File: config.mk
export PLATFORM = sky130hd
export DESIGN_NAME = sim_memory_arbiter
export DESIGN_NICKNAME = d
export VERILOG_FILES = /design/src/rtl/sim_memory_arbiter_pkg.sv /design/src/rtl/sim_memory_arbiter_tag_fifo.sv /design/src/rtl/sim_memory_arbiter.sv
export SDC_FILE = /design/constraint.sdc
export NUM_CORES = 1
export LEC_CHECK = 0
export ABC_AREA = 1
export BUFFER_PORTS_ARGS = -buffer_cell sky130_fd_sc_hd__clkbuf_2
export CORE_AREA = 2 2 150 152
export DETAILED_ROUTE_END_ITERATION = 16
export DIE_AREA = 0 0 152 154
export GPL_ROUTABILITY_DRIVEN = 0
export GPL_TIMING_DRIVEN = 0
export PLACE_DENSITY = 0.43
export SYNTH_ARGS = -nofsm -noshare
export SYNTH_HDL_FRONTEND = slang
export SYNTH_SLANG_ARGS = --single-unit
File: constraint.sdc
create_clock -name iCLOCK -period 2.3 [get_ports iCLOCK]
set_clock_uncertainty 0.05 [all_clocks]
set_input_delay 0 -clock iCLOCK [delete_from_list [all_inputs] [get_ports iCLOCK]]
set_output_delay 0 -clock iCLOCK [all_outputs]
set_load 0.01 [all_outputs]
File: src/rtl/sim_memory_arbiter_pkg.sv
// rtl/sim_memory_arbiter_pkg.sv - shared encodings for the simulation memory arbiter
package sim_memory_arbiter_pkg;

    localparam logic [1:0] ORDER_BYTE = 2'b00;
    localparam logic [1:0] ORDER_HALF = 2'b01;
    localparam logic [1:0] ORDER_WORD = 2'b10;
    localparam logic [1:0] ORDER_BAD  = 2'b11;

    localparam logic PORT_IFETCH = 1'b0;
    localparam logic PORT_DATA   = 1'b1;

    function automatic logic order_illegal(input logic [1:0] order);
        return order == ORDER_BAD;
    endfunction

endpackage

File: src/rtl/sim_memory_arbiter_tag_fifo.sv
// rtl/sim_memory_arbiter_tag_fifo.sv - 1-bit tag FIFO holding the issuing port of each outstanding read
module sim_memory_arbiter_tag_fifo #(
    parameter int P_TAG_DEPTH   = 8,
    parameter int P_TAG_DEPTH_N = 3
) (
    input  logic iCLOCK,
    input  logic iRESET,
    input  logic push,
    input  logic push_tag,
    input  logic pop,
    output logic full,
    output logic empty,
    output logic head
);

    logic [P_TAG_DEPTH-1:0]   storage;
    logic [P_TAG_DEPTH_N-1:0] wr_ptr;
    logic [P_TAG_DEPTH_N-1:0] rd_ptr;
    logic [P_TAG_DEPTH_N:0]   count;
    logic                     do_push;
    logic                     do_pop;

    localparam logic [P_TAG_DEPTH_N-1:0] LAST_PTR = P_TAG_DEPTH_N'(P_TAG_DEPTH - 1);
    localparam logic [P_TAG_DEPTH_N:0]   FULL_CNT = (P_TAG_DEPTH_N + 1)'(P_TAG_DEPTH);

    assign full    = (count == FULL_CNT);
    assign empty   = (count == '0);
    assign head    = storage[rd_ptr];
    assign do_push = push & ~full;
    assign do_pop  = pop & ~empty;

    always_ff @(posedge iCLOCK or posedge iRESET) begin
        if (iRESET) begin
            storage <= '0;
            wr_ptr  <= '0;
            rd_ptr  <= '0;
            count   <= '0;
        end else begin
            if (do_push) begin
                storage[wr_ptr] <= push_tag;
                wr_ptr          <= (wr_ptr == LAST_PTR) ? '0 : wr_ptr + 1'b1;
            end
            if (do_pop) begin
                rd_ptr <= (rd_ptr == LAST_PTR) ? '0 : rd_ptr + 1'b1;
            end
            // simultaneous push and pop leaves occupancy untouched
            case ({do_push, do_pop})
                2'b10:   count <= count + 1'b1;
                2'b01:   count <= count - 1'b1;
                default: count <= count;
            endcase
        end
    end

endmodule

File: src/rtl/sim_memory_arbiter.sv
// rtl/sim_memory_arbiter.sv - round-robin two-port arbiter in front of the simulation memory model
module sim_memory_arbiter
    import sim_memory_arbiter_pkg::*;
#(
    parameter int P_TAG_DEPTH   = 8,
    parameter int P_TAG_DEPTH_N = 3
) (
    input  logic        iCLOCK,
    input  logic        iRESET,
    input  logic        iP0_REQ,
    output logic        oP0_LOCK,
    input  logic [1:0]  iP0_ORDER,
    input  logic        iP0_RW,
    input  logic [25:0] iP0_ADDR,
    input  logic [31:0] iP0_DATA,
    output logic        oP0_VALID,
    input  logic        iP0_LOCK,
    output logic [63:0] oP0_DATA,
    input  logic        iP1_REQ,
    output logic        oP1_LOCK,
    input  logic [1:0]  iP1_ORDER,
    input  logic        iP1_RW,
    input  logic [25:0] iP1_ADDR,
    input  logic [31:0] iP1_DATA,
    output logic        oP1_VALID,
    input  logic        iP1_LOCK,
    output logic [63:0] oP1_DATA,
    output logic        oMEM_REQ,
    output logic [1:0]  oMEM_ORDER,
    output logic        oMEM_RW,
    output logic [25:0] oMEM_ADDR,
    output logic [31:0] oMEM_DATA,
    input  logic        iMEM_LOCK,
    input  logic        iMEM_VALID,
    output logic        oMEM_LOCK,
    input  logic [63:0] iMEM_DATA,
    output logic        oERROR
);

    logic rr_last;
    logic p0_elig;
    logic p1_elig;
    logic grant0;
    logic grant1;
    logic accept;
    logic tag_push;
    logic tag_pop;
    logic tag_full;
    logic tag_empty;
    logic tag_head;
    logic error_event;

    // reads are held off while the tag FIFO cannot record them; writes need no tag
    assign p0_elig = iP0_REQ & ~(~iP0_RW & tag_full);
    assign p1_elig = iP1_REQ & ~(~iP1_RW & tag_full);

    assign grant0 = p0_elig & (~p1_elig | (rr_last == PORT_DATA));
    assign grant1 = p1_elig & ~grant0;

    always_comb begin
        oMEM_REQ   = 1'b0;
        oMEM_ORDER = '0;
        oMEM_RW    = 1'b0;
        oMEM_ADDR  = '0;
        oMEM_DATA  = '0;
        if (grant0) begin
            oMEM_REQ   = 1'b1;
            oMEM_ORDER = iP0_ORDER;
            oMEM_RW    = iP0_RW;
            oMEM_ADDR  = iP0_ADDR;
            oMEM_DATA  = iP0_DATA;
        end else if (grant1) begin
            oMEM_REQ   = 1'b1;
            oMEM_ORDER = iP1_ORDER;
            oMEM_RW    = iP1_RW;
            oMEM_ADDR  = iP1_ADDR;
            oMEM_DATA  = iP1_DATA;
        end
    end

    assign oP0_LOCK = iP0_REQ & ~(grant0 & ~iMEM_LOCK);
    assign oP1_LOCK = iP1_REQ & ~(grant1 & ~iMEM_LOCK);

    assign accept   = (grant0 | grant1) & ~iMEM_LOCK;
    assign tag_push = accept & ~oMEM_RW;
    assign tag_pop  = iMEM_VALID & ~tag_empty;

    sim_memory_arbiter_tag_fifo #(
        .P_TAG_DEPTH   (P_TAG_DEPTH),
        .P_TAG_DEPTH_N (P_TAG_DEPTH_N)
    ) u_tag_fifo (
        .iCLOCK   (iCLOCK),
        .iRESET   (iRESET),
        .push     (tag_push),
        .push_tag (grant1),
        .pop      (tag_pop),
        .full     (tag_full),
        .empty    (tag_empty),
        .head     (tag_head)
    );

    // response routing follows the oldest outstanding read
    assign oMEM_LOCK = tag_empty ? 1'b1 : (tag_head ? iP1_LOCK : iP0_LOCK);
    assign oP0_VALID = tag_pop & (tag_head == PORT_IFETCH);
    assign oP1_VALID = tag_pop & (tag_head == PORT_DATA);
    assign oP0_DATA  = iMEM_DATA;
    assign oP1_DATA  = iMEM_DATA;

    assign error_event = (iMEM_VALID & tag_empty)
                       | (iP0_REQ & order_illegal(iP0_ORDER))
                       | (iP1_REQ & order_illegal(iP1_ORDER));

    always_ff @(posedge iCLOCK or posedge iRESET) begin
        if (iRESET) begin
            rr_last <= PORT_DATA;
            oERROR  <= 1'b0;
        end else begin
            if (accept) begin
                rr_last <= grant1 ? PORT_DATA : PORT_IFETCH;
            end
            if (error_event) begin
                oERROR <= 1'b1;
            end
        end
    end

endmodule

---- Word level (Yosys, flattened, before mapping) ----
Index checks and enable logic that the tools add are counted.
storage, ports and cells
  register bits ........................... 20
  bits of input ports ..................... 194
  output and inout bits ................... 196
  logic and storage cells ................. 80
operators by class
  $add $sub $neg .......................... 4
  magnitude comparators ................... 3
  equal/unequal tests ..................... 7
  muxes and demuxes ....................... 20
  bitwise gates (word level) .............. 37
  reduce and logical (&&, ||, !) cells .... 3
operators with widths
  operator             number
  $mux 32              2
  $mux 26              2
  $and 1x1->1          20
  $not 1->1            13
  $bwmux 8             1
  $lt 3x4->1 const B   2
  $mux 1               8
  $pmux 4 s2           1
  $add 3x1->3 const B  2
  $eq 2x2->1 const B   3
  $eq 3x3->1 const B   2
  $mux 3               2
  $add 4x1->4 const B  1
  $eq 4x4->1 const B   1
  $logic_not 4->1      1
  $mux 2               2
  $or 1x1->1           4
  $sub 4x1->4 const B  1
  $bmux 1 s3           1
  $demux 1 s3          1
  $ge 3x1->1 const B   1
  $eq 2x1->1 const B   1
  $reduce_bool 2->1    1
  $logic_and 1x1->1    1

---- Longest topological paths before layout ----
Gate-level depths: netlist (run 1).
  depth in word-level cells ............... 16
  gate-level depth with buffers ........... 18
  mapped depth without buffers ............ 17

---- Cells and area by module ----
Synthesis (run 1) repeated with hierarchy kept, for this count alone.
unflattened totals
  cell total of the unflattened synthesis .. 525
  area total of the unflattened synthesis .. 3,244.4 um^2
modules (own cells, without submodules)
  module                       instances  cells each  area an instance (um^2)  seq. area each (um^2)
  sim_memory_arbiter           1          366         2,072.0                  51.3
  sim_memory_arbiter_tag_fifo  1          159         1,172.4                  450.4

---- Worst setup path before layout (run 1) ----
No wires, ideal clock.
  path kind ............................... reg2reg
  from .................................... reg u_tag_fifo.count[0]
  to ...................................... reg u_tag_fifo.count[2]
  library setup time ...................... 0.129 ns
  arrival time ............................ 2.174 ns
  required time ........................... 2.121 ns
  setup slack ............................. -0.053 ns
  stages on the path, launching flop included .. 15
  path buffers ............................ 1
  period minus slack after synthesis ...... 2.353 ns
  cell sequence ........................... dfrtp_1 nor2_2 nand3_2 nand3_2 nand3_2 nand3_4 buf_6 ha_1 nand2_1 inv_1 nor2_1 ha_1 a21oi_1 xor2_1 o21ai_0
on the way
  longest elaborated chain between the ends .. 16
  elaborated cells between the ends (all ways) .. 30
  classes of those cells .................. add/sub: 2; eq/ne: 3; mux: 3; bitwise: 20; reduce/logical: 2
RTL lines
  item                                                    line                               RTL
  start: declaration                                      sim_memory_arbiter_tag_fifo.sv:19  logic [P_TAG_DEPTH_N:0] count;
  start signal: assignment                                sim_memory_arbiter_tag_fifo.sv:48  2'b10: count <= count + 1'b1;
  start signal: assignment                                sim_memory_arbiter_tag_fifo.sv:49  2'b01: count <= count - 1'b1;
  start signal: assignment                                sim_memory_arbiter_tag_fifo.sv:50  default: count <= count;
  $eq 4x4->1                                              sim_memory_arbiter_tag_fifo.sv:26  assign full = (count == FULL_CNT);
  $and 1x1->1                                             sim_memory_arbiter.sv:55           assign p1_elig = iP1_REQ & ~(~iP1_RW & tag_full);
  $not 1->1                                               sim_memory_arbiter.sv:55
  $and 1x1->1                                             sim_memory_arbiter.sv:55
  $not 1->1                                               sim_memory_arbiter.sv:57           assign grant0 = p0_elig & (~p1_elig | (rr_last == PORT_DATA));
  $or 1x1->1                                              sim_memory_arbiter.sv:57
  $and 1x1->1                                             sim_memory_arbiter.sv:57
  $not 1->1                                               sim_memory_arbiter.sv:58           assign grant1 = p1_elig & ~grant0;
  $and 1x1->1                                             sim_memory_arbiter.sv:58
  $mux 1                                                  sim_memory_arbiter.sv:72           end else if (grant1) begin
  $mux 1                                                  sim_memory_arbiter.sv:66           if (grant0) begin
  $not 1->1                                               sim_memory_arbiter.sv:85           assign tag_push = accept & ~oMEM_RW;
  $and 1x1->1                                             sim_memory_arbiter.sv:85
  $and 1x1->1                                             sim_memory_arbiter_tag_fifo.sv:29  assign do_push = push & ~full;
  $eq 2x1->1 / $eq 2x2->1 (equally long branches)         sim_memory_arbiter_tag_fifo.sv:47  case ({do_push, do_pop})
  $pmux 4 s2 / $reduce_bool 2->1 (equally long branches)  -
Several ways; a longest one is shown, not always the timed one.
A chain may end at the register's enable or synchronous reset.

---- Worst setup path in the final report (run 1) ----
  from .................................... reg u_tag_fifo.count[1]
  to ...................................... reg u_tag_fifo.count[1]
on the way
  elaborated cells between the ends (all ways) .. 30
  classes of those cells .................. add/sub: 2; eq/ne: 3; mux: 3; bitwise: 20; reduce/logical: 2
RTL lines
  item                                                    line                                                         RTL
  $logic_not 4->1 (*)                                     sim_memory_arbiter_tag_fifo.sv:27                            assign empty = (count == '0);
  $not 1->1 (*)                                           sim_memory_arbiter_tag_fifo.sv:30, sim_memory_arbiter.sv:86
  $and 1x1->1                                             sim_memory_arbiter.sv:86                                     assign tag_pop = iMEM_VALID & ~tag_empty;
  $and 1x1->1 (*)                                         sim_memory_arbiter_tag_fifo.sv:30                            assign do_pop = pop & ~empty;
  net u_tag_fifo.do_pop                                   sim_memory_arbiter_tag_fifo.sv:21                            logic do_pop;
  $eq 2x1->1 / $eq 2x2->1 (equally long branches)         sim_memory_arbiter_tag_fifo.sv:47
  $pmux 4 s2 / $reduce_bool 2->1 (equally long branches)  -
Mark *: on every way through the listed nets, which the timed path passes. The rest lies on a longest branch.

==> results of run 1 <==
[final cells by class]
class                           count  area [µm²]
Tap cell                          280         350
Fill cell                        2497       16100
Inverter                           36         145
Timing Repair Buffer              347        1810
Multi-Input combinational cell    306        1620
Clock buffer                        4        88.8
Buffer                            147        1060
Sequential cell                    20         504
Antenna cell                        2        5.00
[synth_stat cells]
library cell	number	share of area (%)
a21oi_1	2	0.31
xor2_1	3	0.83
or2_2	1	0.20
a311oi_1	1	0.28
nand2_2	3	0.59
nor2_2	5	0.98
o21ai_1	3	0.47
buf_6	2	0.71
buf_4	130	31
dfrtp_1	19	15
a21oi_4	1	0.51
o21ai_0	15	2.4
inv_2	1	0.12
inv_1	34	4.0
nand3_4	2	1.1
xnor2_1	1	0.28
nand3_2	4	1.3
nand2_1	155	18
ha_1	7	2.8
o31ai_1	1	0.24
inv_4	1	0.20
buf_2	4	0.63
nor4_1	1	0.20
nor3_1	9	1.4
clkbuf_1	12	1.4
nand3_1	64	10
mux2_2	1	0.35
nand4_1	8	1.6
nor2_1	18	2.1
dfstp_2	1	0.83
nand2_4	1	0.35
[repair_timing]
action | CTS | global route
hold buffers | 2 | 0
buffers inserted | 12 | 8
resized for setup | 11 | 34
pin swaps | 7 | 13
endpoints found under the setup margin | 5 | 22
gates cloned | 0 | 0
hold endpoints to repair | 20 | 0
[power by group through the flow]
stage	Combinational (µW)	Clock (µW)	Sequential (µW)
after floorplan	1340	0	634
after global placement	2100	0	690
after detailed placement	2110	0	688
after CTS	2250	420	682
after global routing	2720	436	718
final	2430	414	689
[worst paths after layout]
kind,startpoint,endpoint,cells past startpoint
setup / recovery,u_tag_fifo.count[1],u_tag_fifo.count[1],10
hold / removal,iMEM_LOCK,rr_last,4
setup reg to reg,u_tag_fifo.count[1],u_tag_fifo.count[1],10
hold reg to reg,u_tag_fifo.storage[2],u_tag_fifo.storage[2],2
max in group asynchronous,iRESET,u_tag_fifo.count[0],3
min in group asynchronous,iRESET,u_tag_fifo.rd_ptr[0],3
[worst reg2reg max path, stage by stage (launching register included)]
cell     delay (ns)
dfrtp_2        0.45
buf_12         0.15
buf_4          0.13
nor4_4         0.37
nor2_4         0.09
ha_4           0.19
nand2_2        0.07
inv_2          0.05
nor2_4         0.13
ha_4           0.21
mux2_2         0.25
[metrics by stage]
step	power, µW	TNS (ns)
after floorplan	1980	0
after global placement	2790	-0.807
after detailed placement	2800	-0.855
after CTS	3350	0
after global routing	3880	-0.134
final	3530	0
[per-layer routing]
layer | track usage, % | routed length [µm] | vias to the layer above
met5 | 0 | 0 | -
met4 | 1.82 | 167 | 0
met3 | 3.55 | 1380 | 11
met2 | 23.4 | 8370 | 199
met1 | 18.4 | 7470 | 1892
li1 | - | - | 2189
[kinds of logic after synthesis]
logic type / Yosys count / share of synthesized area, %
buffers and inverters: 184 / 37.7
AND/OR/NAND/NOR: 271 / 38.1
adder cells (fa/ha/maj): 7 / 2.75
flip-flops: 20 / 15.8
AO/OA/AOI/OAI: 23 / 4.17
XOR/XNOR: 4 / 1.10
multiplexers: 1 / 0.354
[flip-flops by register name, summed over array words and instances, names as in the netlist]
signal	flops
oERROR	1
rr_last	1
u_tag_fifo.count	4
u_tag_fifo.rd_ptr	3
u_tag_fifo.storage	8
u_tag_fifo.wr_ptr	3
==> metrics.txt, run 1 <==
status finished, final reports clean; WL/cell between 15 and 20 µm; Worst Path Buf+Inv 3; sequential share of the synthesized area 15.8%; cell area after layout between 5000 and 6000 µm²; Via Count 4291; Util after Layout 25.8%; WL final between 15000 and 20000 µm; std cell rows 54; Post-Place Worst Slack -0.315 ns; Startpoint Class register; Net Sw Frac a little under half; min-delay worst type in2reg; clk slew on worst S/H paths approximately 0.06 ns; WP data arrival 2.35 ns; drt drc 0; Post-Syn Area between 3000 and 4000 µm²; CP max stage cell dfrtp_2; drt initial violations ~230; Pre-antenna DRT Iters 5; Syn-to-layout area delta 75.7%; post-route setup slack 0.0415 ns; Setup CP Type reg2reg; Placed Cells 1115; Die ar. 23400 µm²; Max-Cap Viols 0; Max Root-Sink Buffers 2; Final ANT Viol Nets 0; combinational power share between 60% and 70%; CTS root buf clkbuf_16; Layout Cells excl Fill ~1100; Die W 152 µm; share of post-route cells with drive strength above 1 ~60%; # port buffers approximately 330; die height roughly 150 µm; slowest stage delay, CP 0.45 ns; area of the core ~22000 µm²; worst slew pin tran roughly 0.84 ns; clock insertion delay at the later pin of the skew report 0.26 ns; delay-heaviest family, CP simple AND/OR/NAND/NOR gates; CTS tree yes; Vias/cell roughly 3.8; crit end category register; I/O pin cnt 390; FF+latch count, synth 20; vias in the first global route 4132; CTS buffer count 3; H-tree levels 1; post-synth net total about 700; clock sinks 20; final setup violation count 0; Yosys cell types 31; largest net degree at the start of global routing 21; Psw between 1500 and 2000 µW; Required @ worst endpoint about 2.4 ns; initial antenna violation count 2; FF-to-FF setup slack between 0.04 and 0.05 ns; Cells after Synth 510; Slew HR ~44%; commonest non-fill, non-tap cell in the layout clkbuf_2; post-layout min period 2.26 ns; CP Max Fanout 4; P_leak ~0.0034 µW; Worst IR Drop VDD about 0.40 mV; GRT Total Usage between 10% and 20%; Pwr per Cell Area between 600 and 700 nW/µm²; placed cell area 5190 µm²; most frequent cells in the layout clkbuf_2, nand2_1, buf_4, nand3_1, inv_1; period utilization around 98%; first-pass GRT wire length approximately 25000 µm; final slew viol count 0; Peak Freq 0.443 GHz; Hold WS 0.0462 ns; Post-Syn Area per Cell about 6.2 µm²; Initial Util around 15%; GR Overflow Total 0; synth warn 0; Total Nets Final approximately 1100; HPWL Detailed around 15000 µm; Cell Int Power 1860 µW; crit-path cells buf_12 > buf_4 > nor4_4 > nor2_4 > ha_4 > nand2_2 > inv_2 > nor2_4 > ha_4 > mux2_2; Clock power frac roughly an eighth; final hold vios 0; Seq pwr share between 15 and 20%
Power figures use the tool's default switching activity.
==> run 2, diff against run 1 <==
CORE_AREA = 2 2 149 151   (was 2 2 150 152)
DIE_AREA = 0 0 151 153   (was 0 0 152 154)
PLACE_DENSITY = 0.44   (was 0.43)
SYNTH_HIERARCHICAL = 1   (was unset)
TNS_END_PERCENT = 50   (was unset)
==> run 2 against run 1 <==
Against the previous run:
- the flow now finishes with violations (hold timing, setup timing)
- via count fell by 2.0%
- die area down 1.3%
- synthesized cell count grew 2.9%
- sequential share of layout area up 0.083 points
- sequential power is 4.6% lower
- clock-buffer cell count unchanged
- maximum frequency fell by 2.2%
- hold slack worse by 0.048 ns
- design area fell by 0.92%
- area after synthesis rose by 1.9%
- critical path type unchanged
- highest routed layer is now met5
==> metrics.txt, run 2 <==
clock sinks 20; crit-path cells nor2_4 > nand3_4 > inv_4 > nand2_4 > nand3_4 > nand2_4 > nand3_2 > nand2_2 > nor2_2 > buf_6 > nand2_4 > ha_4 > ha_4 > or2_4 > nand2_2 > nand2_1 > nand3_1 > nand2_1; Pwr per Cell Area a little over 600 nW/µm²; final setup violation count 1; asr flop ratio synth 100%; Worst Path Buf+Inv 2; largest cells by area after synthesis buf_4, nand2_1, dfrtp_1; # port buffers around 330; drt drc 0; Final ANT Viol Nets 0; Slew HR between 50 and 60%; Net Sw Frac 45.8%; Psw 1570 µW; GR Overflow Total 0; die height roughly 150 µm; clk slew on worst S/H paths 0.06 ns; Placed Cells about 1100; CTS buffer count 3; largest net degree at the start of global routing 19; WL/cell 12.4 µm; period utilization 100%; Total Nets Final roughly 1100; CTS root buf clkbuf_16; Cell Int Power between 1500 and 2000 µW; Yosys top cell area share 29.8%; first-pass GRT wire length about 21000 µm; post-route setup slack -0.00993 ns; most frequent CP cell nand2_4; Max Root-Sink Buffers 2; Post-Syn Area between 3000 and 4000 µm²; HPWL Detailed between 10000 and 15000 µm; max reg flops 8; share of post-route cells with drive strength above 1 about three fifths; most numerous cell in the Yosys netlist nand2_1; Post-Place Worst Slack -0.574 ns; Util after Layout roughly a quarter; initial antenna violation count 1; Via Count about 4200; Initial Util between 10% and 20%; top_reg_cell synth dfrtp_1; Layout Cells excl Fill roughly 1200; Die W around 150 µm; ANT cells 0; Seq pwr share a little under a fifth; FF+latch count, synth 20; Die ar. 23100 µm²; drt initial violations between 100 and 150; cell area after layout roughly 5500 µm²; min-delay worst type in2reg; worst slew pin tran about 0.74 ns; sequential share of the synthesized area between 15 and 20%; delay-heaviest family, CP simple AND/OR/NAND/NOR gates; P_leak 0.00349 µW; Pre-antenna DRT Iters 4; Setup CP Type reg2reg; crit end category register; Hold WS -0.00217 ns; Clock power frac ~12%; WL final between 10000 and 15000 µm; Startpoint Class register; top register by number of flip-flops u_tag_fifo/storage; commonest non-fill, non-tap cell in the layout clkbuf_2; area of the core 21500 µm²; Largest regs u_tag_fifo/storage: 8 flops, u_tag_fifo/count: 4 flops; std cell rows between 50 and 60; I/O pin cnt 390; Syn-to-layout area delta 70.8%; final hold vios 1; WP data arrival around 2.4 ns; status finished with violations; CP max stage cell dfrtp_2; CTS tree yes; placed cell area 5280 µm²; most common library cells after synthesis nand2_1, buf_4, nand3_1; synth warn 6; Worst IR Drop VDD 0.260 mV; failing checks hold timing, setup timing; vias in the first global route slightly below 4000; post-layout min period about 2.3 ns; leading area contributor after synthesis buf_4; Yosys cell types 28; most frequent cells in the layout clkbuf_2, nand2_1, buf_4, nand3_1, inv_1; CP Max Fanout 4; Cells after Synth 525; Post-synth EDFFs 0; combinational power share between 60% and 70%; Max-Cap Viols 0; Fillers 2500; H-tree levels 1; Required @ worst endpoint ~2.4 ns; Peak Freq around 0.43 GHz; RSZ-0062 raised after global routing true; clock insertion delay at the later pin of the skew report 0.25 ns; GRT Total Usage between 10% and 20%; Post-Syn Area per Cell slightly above 6 µm²; post-synth net total 727; slowest stage delay, CP around 0.43 ns; Vias/cell around 3.7; final slew viol count 0
run 2: changes by cell type after synthesis, moves of 6 or more:
cell      previous run  this run
clkbuf_1            12         6
buf_6                2         8
o21ai_0             15         8
nand3_1             64        78
nand2_1            155       182
run 2: logic make-up after synthesis:
logic type,count (synthesis),share of synthesized area (%)
simple gates,299,39.8
compound gates,12,2.12
buf+inv,184,38.8
xor+xnor,2,0.540
fa+ha+maj,8,3.32
flops,20,15.5
run 2: layer usage:
layer / global-route usage (%) / share of wire, % / vias to the layer above
met5: 0 / 0.098 / -
met2: 21.9 / 54 / 161
met1: 14.2 / 40 / 1828
li1: - / - / 2207
met3: 1.43 / 5.5 / 6
met4: 1.07 / 0.34 / 2
run 2: final timing paths:
kind / startpoint / to / slack (ns) / cells after the start
worst max-delay path: u_tag_fifo/count[1] / u_tag_fifo/count[3] / -0.01 / 18
worst min-delay path: iMEM_LOCK / rr_last / -0.002 / 4
worst max register to register: u_tag_fifo/count[1] / u_tag_fifo/count[3] / -0.01 / 18
worst min register to register: rr_last / rr_last / 0.41 / 2
max in group asynchronous: iRESET / u_tag_fifo/count[1] / 1.31 / 3
min in group asynchronous: iRESET / oERROR / 0.11 / 3
run 2: stage by stage:
stage               total power, µW  setup TNS, ns
finish                         3440       -0.00993
floorplan                      2170         -0.743
CTS                            3480        -0.0701
global route                   3830         -0.735
detailed placement             2950          -2.11
global placement               2950          -2.32
run 2: timing repair:
item,4_1_cts,5_1_grt
setup endpoints to repair,73,4
pin swaps,5,6
hold buffers,2,0
gates resized for setup,9,10
buffers inserted,14,2
endpoints found under the hold margin,21,0
run 2: final cells by class:
type / count / area [µm²] / share of cell area (%)
Multi-Input combinational cell: 321 / 1570 / 28.3
Clock buffer: 4 / 88.8 / 1.60
Tap cell: 280 / 350 / 6.32
Timing Repair Buffer: 343 / 1770 / 31.9
Inverter: 32 / 125 / 2.26
Buffer: 151 / 1140 / 20.6
Sequential cell: 20 / 504 / 9.10
run 2: power by group through the flow:
stage	sequential, µW	clock, µW	combinational, µW
3_3_place_gp	676	0	2270
5_1_grt	679	430	2720
4_1_cts	656	416	2400
6_report	657	400	2380
3_5_place_dp	673	0	2280
2_1_floorplan	631	0	1540
run 2: worst reg2reg max path: stages (launching register included):
cell	delay, ns
dfrtp_2	0.43
nor2_4	0.14
nand3_4	0.10
inv_4	0.09
nand2_4	0.05
nand3_4	0.09
nand2_4	0.06
nand3_2	0.07
nand2_2	0.06
nor2_2	0.11
buf_6	0.11
nand2_4	0.05
ha_4	0.18
ha_4	0.22
or2_4	0.23
nand2_2	0.05
nand2_1	0.04
nand3_1	0.06
nand2_1	0.05
==> run 3, diff against run 2 <==
CORE_AREA = 2 2 150 152   (was 2 2 149 151)
CTS_CLUSTER_DIAMETER = 120   (was unset)
DIE_AREA = 0 0 152 154   (was 0 0 151 153)
GPL_ROUTABILITY_DRIVEN = unset   (was 0)
PLACE_DENSITY = 0.43   (was 0.44)
SYNTH_HIERARCHICAL = unset   (was 1)
==> run 3 against run 2 <==
Against the previous run:
- the run now ends clean
- non-clock buffer count unchanged
- first-iteration DRC count grew 93%
- maximum frequency rose by 0.53%
- register-to-register slack about the same
- cell count decreased by 0.78%
- hold slack better by 0.049 ns
- critical path type unchanged
- largest cell class unchanged
- via count up 1.9%
- largest power group unchanged
- combinational power up 2%
- wire length up 22%
- global-route usage grew 2.4 points
- flip-flop and latch count is the same
- critical path depth fell by 8
==> metrics.txt, run 3 (same netlist as run 1, synthesis figures left out) <==
drt drc 0; WP data arrival roughly 2.4 ns; Fillers 2500; Initial Util 14.7%; FF-to-FF setup slack ~0.0021 ns; min-delay worst type in2reg; first-pass GRT wire length around 25000 µm; Peak Freq approximately 0.44 GHz; worst slew pin tran roughly 0.84 ns; CTS root buf clkbuf_16; RD Place Congestion around 0.86; largest net degree at the start of global routing 21; WL final 17300 µm; share of post-route cells with drive strength above 1 roughly three fifths; area of the core approximately 22000 µm²; die height between 150 and 200 µm; CTS tree yes; clock insertion delay at the later pin of the skew report between 0.2 and 0.3 ns; Final ANT Viol Nets 0; Die W about 150 µm; P_leak 0.00339 µW; max reg flops 8; hold worst-path end rr_last; std cell rows 54; CP Max Fanout 4; commonest non-fill, non-tap cell in the layout clkbuf_2; initial antenna violation count 2; Setup CP Type reg2reg; Largest regs u_tag_fifo.storage: 8 flops, u_tag_fifo.count: 4 flops; worst r2r path cells 10; Slew HR a little over two fifths; I/O pin cnt between 300 and 400; clock sinks 20; slowest stage delay, CP 0.45 ns; period utilization between 90 and 100%; GRT Total Usage 13.9%; most frequent cells in the layout clkbuf_2, nand2_1, buf_4, nand3_1, inv_1; status finished, final reports clean; # port buffers 325; Max-Cap Viols 0; final hold vios 0; crit path from u_tag_fifo.count[1]; post-layout min period ~2.3 ns; CP max stage cell dfrtp_2; GR Overflow Total 0; Via Count about 4300; crit end category register; placed cell area between 5000 and 6000 µm²; HPWL Detailed about 15000 µm; end of the worst register-to-register path u_tag_fifo.count[1]; Util after Layout 25.7%; Total Nets Final roughly 1100; WL/cell between 15 and 20 µm; final setup violation count 0; vias in the first global route ~4100; top register by number of flip-flops u_tag_fifo.storage; Worst IR Drop VDD 0.396 mV; final slew viol count 0; Required @ worst endpoint ~2.4 ns; drt initial violations around 240; RSZ-0062 raised after global routing true; Setup TNS 0 ns; Die ar. 23400 µm²; Vias/cell about 3.8; most frequent CP cell nor2_4; Max Root-Sink Buffers 2; Pre-antenna DRT Iters 5; H-tree levels 1; hold path depth 4; Syn-to-layout area delta 75.3%; clk slew on worst S/H paths approximately 0.060 ns; CTS buffer count 3; worst min-delay path startpoint iMEM_LOCK; Critical R2R Launch u_tag_fifo.count[1]; crit-path cells buf_12 > buf_4 > nor4_4 > nor2_4 > ha_4 > nand2_2 > inv_2 > nor2_4 > ha_2 > mux2_2; Startpoint Class register; cell area after layout 5580 µm²; Pwr per Cell Area roughly 630 nW/µm²
## run 3: changes by cell type in the layout (fill, tap and decap cells not counted), sizes merged, moves of 4 or more
cell,delta
nor3,+5
o21ai,+10
nor2,+5
nand2,-27
inv,+4
clkbuf,+6
nand3,-10
buf,-6
## run 3: timing repair
item,CTS,global route
gates resized for setup,11,31
setup buffers,12,8
hold buffers,2,0
pin swaps,7,14
endpoints found under the hold margin,20,0
setup endpoints to repair,5,22
## run 3: stage by stage
| stage | cells | hold slack [ns] | power (µW) | setup WS (ns) |
|---|---|---|---|---|
| 2_1_floorplan | 510 | -0.0869 | 1980 | 0.0153 |
| 3_3_place_gp | 1115 | 0.139 | 2790 | -0.294 |
| 3_5_place_dp | 1115 | 0.138 | 2800 | -0.315 |
| 4_1_cts | 1133 | 0.0501 | 3350 | 0.0160 |
| 5_1_grt | 1142 | 0.0791 | 3850 | -0.0827 |
| 6_report | 1142 | 0.0468 | 3520 | 0.00213 |
## run 3: critical path: cells and delay by family, from the launching register on
family	cells	cell delay (ns)
buf+inv	3	0.33
fa+ha+maj	2	0.47
mux	1	0.26
simple gates	4	0.63
flops	1	0.45
## run 3: report_power, final
part	internal [µW]	switching, µW	total, µW
registers	513	176	689
logic	1080	1340	2420
clock network	266	148	414
## run 3: area by class of cell
| cell class | instances | area, µm² | share of cell area, % |
|---|---|---|---|
| antenna | 2 | 5.00 | 0.0897 |
| sequential | 20 | 504 | 9.04 |
| timing repair buffer | 347 | 1810 | 32.5 |
| clock buffer | 4 | 88.8 | 1.59 |
| tap | 280 | 350 | 6.28 |
| inverter | 36 | 145 | 2.60 |
| multi-input combinational | 306 | 1610 | 28.9 |
| buffer | 147 | 1060 | 19.1 |
## run 3: worst max-delay path by stage
stage | to | slack, ns
final | u_tag_fifo.count[1] | 0.002
after global routing | u_tag_fifo.count[1] | -0.08
after CTS | u_tag_fifo.count[1] | 0.02
after detailed placement | u_tag_fifo.count[2] | -0.31
after global placement | u_tag_fifo.count[2] | -0.29
after floorplan | u_tag_fifo.count[1] | 0.02
## run 3: per-layer routing
metal  wire (µm)  vias up  part of all wire, %  global-route usage [%]
met5           0        -                    0                       0
met4         166        0                 0.96                    1.82
met3        1520       10                  8.8                    3.55
met2        8340      204                   48                    23.4
met1        7300     1880                   42                    18.4
li1            -     2191                    -                       -
